## src/rtl/keypad_entry_sequencer.sv

```systemverilog
// Keypad entry sequencer: collects BCD key presses into a packed multi-digit value.
// Optional backspace input is enabled with `define ENTRY_BACKSPACE_EN.
module keypad_entry_sequencer #(
  parameter int N_DIGITS  = 4,
  parameter int TIMEOUT_S = 5
) (
  input  logic                            clk,
  input  logic                            resetn,
  input  logic                            load,
  input  logic [3:0]                      digit,
  input  logic                            pgt_1hz,
  input  logic                            confirm,
  input  logic                            cancel,
`ifdef ENTRY_BACKSPACE_EN
  input  logic                            backspace,
`endif
  output logic                            enablen,
  output logic [4*N_DIGITS-1:0]           value,
  output logic [$clog2(N_DIGITS+1)-1:0]   count,
  output logic                            entry_valid,
  output logic                            timeout,
  output logic                            busy
);

  localparam int VW = 4 * N_DIGITS;
  localparam int CW = $clog2(N_DIGITS + 1);
  localparam int TW = (TIMEOUT_S > 0) ? $clog2(TIMEOUT_S + 1) : 1;

  typedef enum logic [1:0] {IDLE, COLLECT, FULL, DONE} state_e;

  state_e          state_q, state_d;
  logic [VW-1:0]   value_q, value_d;
  logic [CW-1:0]   count_q, count_d;
  logic [TW-1:0]   sec_q, sec_d;
  logic [TW:0]     secInc;
  logic            timeout_q, timeout_d;
  logic            enablen_q;
  logic            loadPrev_q, confirmPrev_q, cancelPrev_q, tickPrev_q;
  logic            keyEdge, confirmEdge, cancelEdge, tickEdge;
`ifdef ENTRY_BACKSPACE_EN
  logic            backPrev_q;
  logic            backEdge;
  assign backEdge = backspace & ~backPrev_q;
`endif

  assign keyEdge     = load & ~loadPrev_q & (digit <= 4'd9);
  assign confirmEdge = confirm & ~confirmPrev_q;
  assign cancelEdge  = cancel & ~cancelPrev_q;
  assign tickEdge    = pgt_1hz & ~tickPrev_q;
  assign secInc      = {1'b0, sec_q} + (TW+1)'(1);

  // Priority inside an active entry: cancel, confirm, backspace, key, timeout tick.
  always_comb begin
    state_d   = state_q;
    value_d   = value_q;
    count_d   = count_q;
    sec_d     = sec_q;
    timeout_d = 1'b0;
    case (state_q)
      IDLE: begin
        if (keyEdge) begin
          value_d = VW'(digit);
          count_d = CW'(1);
          sec_d   = '0;
          state_d = (N_DIGITS == 1) ? FULL : COLLECT;
        end
      end
      COLLECT, FULL: begin
        if (cancelEdge) begin
          value_d = '0;
          count_d = '0;
          state_d = IDLE;
        end else if (confirmEdge) begin
          state_d = DONE;
`ifdef ENTRY_BACKSPACE_EN
        end else if (backEdge) begin
          value_d = value_q >> 4;
          count_d = count_q - CW'(1);
          sec_d   = '0;
          state_d = (count_q == CW'(1)) ? IDLE : COLLECT;
`endif
        end else if (keyEdge && state_q == COLLECT) begin
          value_d = (value_q << 4) | VW'(digit);
          count_d = count_q + CW'(1);
          sec_d   = '0;
          state_d = (count_q + CW'(1) == CW'(N_DIGITS)) ? FULL : COLLECT;
        end else if (TIMEOUT_S != 0 && tickEdge) begin
          if (secInc == (TW+1)'(TIMEOUT_S)) begin
            timeout_d = 1'b1;
            value_d   = '0;
            count_d   = '0;
            state_d   = IDLE;
          end else begin
            sec_d = secInc[TW-1:0];
          end
        end
      end
      DONE: begin
        count_d = '0;
        state_d = IDLE;
      end
      default: state_d = IDLE;
    endcase
    if (state_d != state_q) sec_d = '0;
  end

  // Edge registers reset high so inputs already asserted at reset release are not seen as edges.
  always_ff @(posedge clk or negedge resetn) begin
    if (!resetn) begin
      state_q       <= IDLE;
      value_q       <= '0;
      count_q       <= '0;
      sec_q         <= '0;
      timeout_q     <= 1'b0;
      enablen_q     <= 1'b1;
      loadPrev_q    <= 1'b1;
      confirmPrev_q <= 1'b1;
      cancelPrev_q  <= 1'b1;
      tickPrev_q    <= 1'b1;
`ifdef ENTRY_BACKSPACE_EN
      backPrev_q    <= 1'b1;
`endif
    end else begin
      state_q       <= state_d;
      value_q       <= value_d;
      count_q       <= count_d;
      sec_q         <= sec_d;
      timeout_q     <= timeout_d;
      enablen_q     <= (state_d == FULL) || (state_d == DONE);
      loadPrev_q    <= load;
      confirmPrev_q <= confirm;
      cancelPrev_q  <= cancel;
      tickPrev_q    <= pgt_1hz;
`ifdef ENTRY_BACKSPACE_EN
      backPrev_q    <= backspace;
`endif
    end
  end

  assign enablen     = enablen_q;
  assign value       = value_q;
  assign count       = count_q;
  assign entry_valid = (state_q == DONE);
  assign timeout     = timeout_q;
  assign busy        = (state_q == COLLECT) || (state_q == FULL);

endmodule

```

## config.mk

```make
export PLATFORM = sky130hd
export DESIGN_NAME = keypad_entry_sequencer
export DESIGN_NICKNAME = d
export VERILOG_FILES = /design/src/rtl/keypad_entry_sequencer.sv
export SDC_FILE = /design/constraint.sdc
export NUM_CORES = 1
export LEC_CHECK = 0
export ABC_AREA = 1
export CAP_MARGIN = 30
export CELL_PAD_IN_SITES_DETAIL_PLACEMENT = 1
export CELL_PAD_IN_SITES_GLOBAL_PLACEMENT = 1
export CORE_MARGIN = 4
export CORE_UTILIZATION = 45
export CTS_CLUSTER_SIZE = 16
export DETAILED_ROUTE_END_ITERATION = 12
export DONT_BUFFER_PORTS = 1
export PLACE_DENSITY_LB_ADDON = 0.1
export SLEW_MARGIN = 5
export SYNTH_ARGS = -nofsm -noshare
export SYNTH_HDL_FRONTEND = slang
export SYNTH_SLANG_ARGS = --single-unit
```

## constraint.sdc

```tcl
create_clock -name clk -period 2.52 [get_ports clk]
set_input_delay 0.63 -clock clk [delete_from_list [all_inputs] [get_ports clk]]
set_output_delay 0.63 -clock clk [all_outputs]
set_load 0.005 [all_outputs]
```

==> impl_metrics.tcl <==
set metrics [dict create \
    outcome "complete, no violations" \
    grt_pass1_wl_um 7200 \
    drc 0 \
    cts_max_level 2 \
    coreArea_um2 3440 \
    fmax_mhz 451 \
    clkLatencyLatePin_ns 0.29 \
    hold_viol_final 0 \
    gr-total-overflow 0 \
    period_needed_ns 2.22 \
    vias 1354 \
    syn_area_per_cell_um2 8.45 \
    critPathRequiredTime_ns 2.75 \
    area_delta_synth_final_pct 8.87 \
    postRouteAntennaNets 0 \
    tritoncts "yes" \
    wl_per_cell_um 16.5 \
    ys_types 24 \
    synth.cell_area_um2 1670 \
    antenna_cells 0 \
    setup_viol 0 \
    port_buffers 0 \
    gp_congestion 0.879 \
    num_io_pins 33 \
    syn_nets 216 \
    antenna_found_initial 0 \
    drt-pass1-iter-count 4 \
    wl_um 4080 \
    hpwl_um 3010 \
    tns_ns 0 \
    leakagePower_uw 0.000936 \
    setup_ws_ns 0.305 \
    viasPerCell 5.46 \
    start_util_pct 48.4 \
    yosysWarnings 0 \
    grt_pass1_vias 1500 \
    num-nets-final 220 \
    synthCells 197 \
    cts_buffer_depth 2 \
    layout-drive-gt1-share_pct 21.8 \
    cellPowerDensity_nw_per_um2 1190 \
    die-area_um2 4740 \
    die_w_um 68.8 \
    clock-root-buffer "clkbuf_8" \
    clkTransAtPathRegs_ns 0.07 \
    utilization_pct 52.7 \
    grt_max_degree 31 \
    grt_usage_pct 21.0 \
    fin_skew_ns 0.00390 \
    post-place-ws_ns 0.202 \
    worst_setup_path_end_kind "flop" \
    whs_ns 0.0298 \
    worstSetupStartpointType "flop" \
    place_area_um2 1700 \
    ys_ff_latch 30 \
    core.rowCount 21 \
    fin_area_um2 1810 \
    relSlewSlack_pct 55.3 \
    cts_buffers 5 \
    rsz0062_at_grt "no" \
    yosysSeqAreaShare_pct 45.5 \
    maxCapViolations 0 \
    fin_crit_sh_pct 87.9 \
    cts_sinks 30 \
    crit_arrival_ns 2.44 \
    die_y_um 68.8 \
    drtIter0Drc 44 \
    fillerInstances 440 \
    multi_input_area_um2 792 \
    worstMarginPinSlew_ns 0.670 \
    ff_latch_area_um2 758 \
    peakVddDrop_v 0.000532 \
    slew_viol_final 0 \
    hp-class "input port to async pin" \
    path_class "flop to flop" \
    critPathMaxFanout 15 \
]
metal layers:
metal,GRT usage (%),vias to the layer above,wire (um)
li1,-,660,-
met1,26.9,660,1810
met2,32.7,26,1940
met3,7.29,8,249
met4,8.03,0,82
met5,0,-,0
area by class of cell:
type                       count  area share (%)
multi-input combinational    141            43.7
sequential                    30            41.8
clock buffer                   6            4.55
inverter                      20            4.14
tap                           46            3.17
timing repair buffer           3            1.93
clock inverter                 2           0.690
flip-flops by register name (all words and copies together), names as in the netlist:
name / flops
timeout: 1
confirmPrev_q: 1
enablen: 1
tickPrev_q: 1
state_q: 2
loadPrev_q: 1
value: 16
sec_q: 3
count: 3
cancelPrev_q: 1
cell usage after synthesis, drive strengths merged:
library cell / n / area (um^2)
ha: 9 / 113
nor3: 2 / 10.0
or2: 1 / 6.26
dfstp: 5 / 131
clkbuf: 1 / 3.75
inv: 20 / 75.1
o41ai: 1 / 16.3
dfrtp: 25 / 626
nand3: 30 / 175
nand4: 7 / 43.8
nor2: 17 / 101
a21oi: 1 / 5.00
o21ai: 22 / 114
nand2: 50 / 200
a21boi: 1 / 7.51
buf: 5 / 37.5
final timing paths:
path / start / end / slack [ns] / cells past startpoint
max in group asynchronous: resetn / enablen / 2.31 / 0
hold / removal: resetn / value[14] / 0.03 / 0
hold reg to reg: value[15] / value[15] / 0.53 / 2
setup reg to reg: state_q[1] / value[6] / 0.30 / 11
setup / recovery: state_q[1] / value[6] / 0.30 / 11
min in group clk: confirm / confirmPrev_q / 0.33 / 0
what timing repair did:
action	4_1_cts	5_1_grt
setup buffers	0	1
hold endpoints to repair	0	0
hold buffers	0	0
endpoints found under the setup margin	0	15
resized for setup	0	1
critical path, cell delays in order (launching register included):
cell and delay, ns:
dfrtp_2 0.43, inv_1 0.12, ha_1 0.40, inv_2 0.10
nor2_2 0.19, inv_2 0.10, nor2_1 0.11, nand2_1 0.08
nand3_2 0.19, buf_4 0.25, o21ai_1 0.09, nand2_1 0.10
logic make-up after synthesis:
family	synth area share (%)
buffers and inverters	6.99
and+or+nand+nor	32.2
DFF	45.5
adders and majority gates	6.76
AOI/OAI and AO/OA	8.57
layout by cell type (no fill, tap or decap):
| cell type | instances |
|---|---|
| or2_1 | 1 |
| nand2_2 | 5 |
| clkinvlp_4 | 1 |
| nor2_2 | 6 |
| dfstp_2 | 5 |
| nor2_4 | 3 |
| inv_1 | 14 |
| a21oi_1 | 1 |
| clkbuf_8 | 6 |
| inv_2 | 6 |
| nand2_1 | 45 |
| dfrtp_1 | 24 |
| a21boi_1 | 1 |
| clkinv_2 | 1 |
| nand3_2 | 5 |
| o21ai_0 | 1 |
| nor2_1 | 8 |
| ha_1 | 9 |
| buf_12 | 1 |
| dfrtp_2 | 1 |
| o21ai_2 | 1 |
| buf_4 | 2 |
| o41ai_2 | 1 |
| nand4_1 | 7 |
| o21ai_1 | 20 |
| nor3_1 | 2 |
| nand3_1 | 25 |
report_power, final:
part / internal [uW] / leakage (uW) / switching (uW)
clock: 219 / 0.0000472 / 192
combinational: 347 / 0.000499 / 710
sequential: 580 / 0.000390 / 102
per-stage QoR:
stage,cells,power (uW)
after floorplan,197,1470
after detailed placement,239,1670
after global routing,248,2340
after global placement,239,1630
final,248,2150
after CTS,247,2100
(Power assumes the default switching activity.)
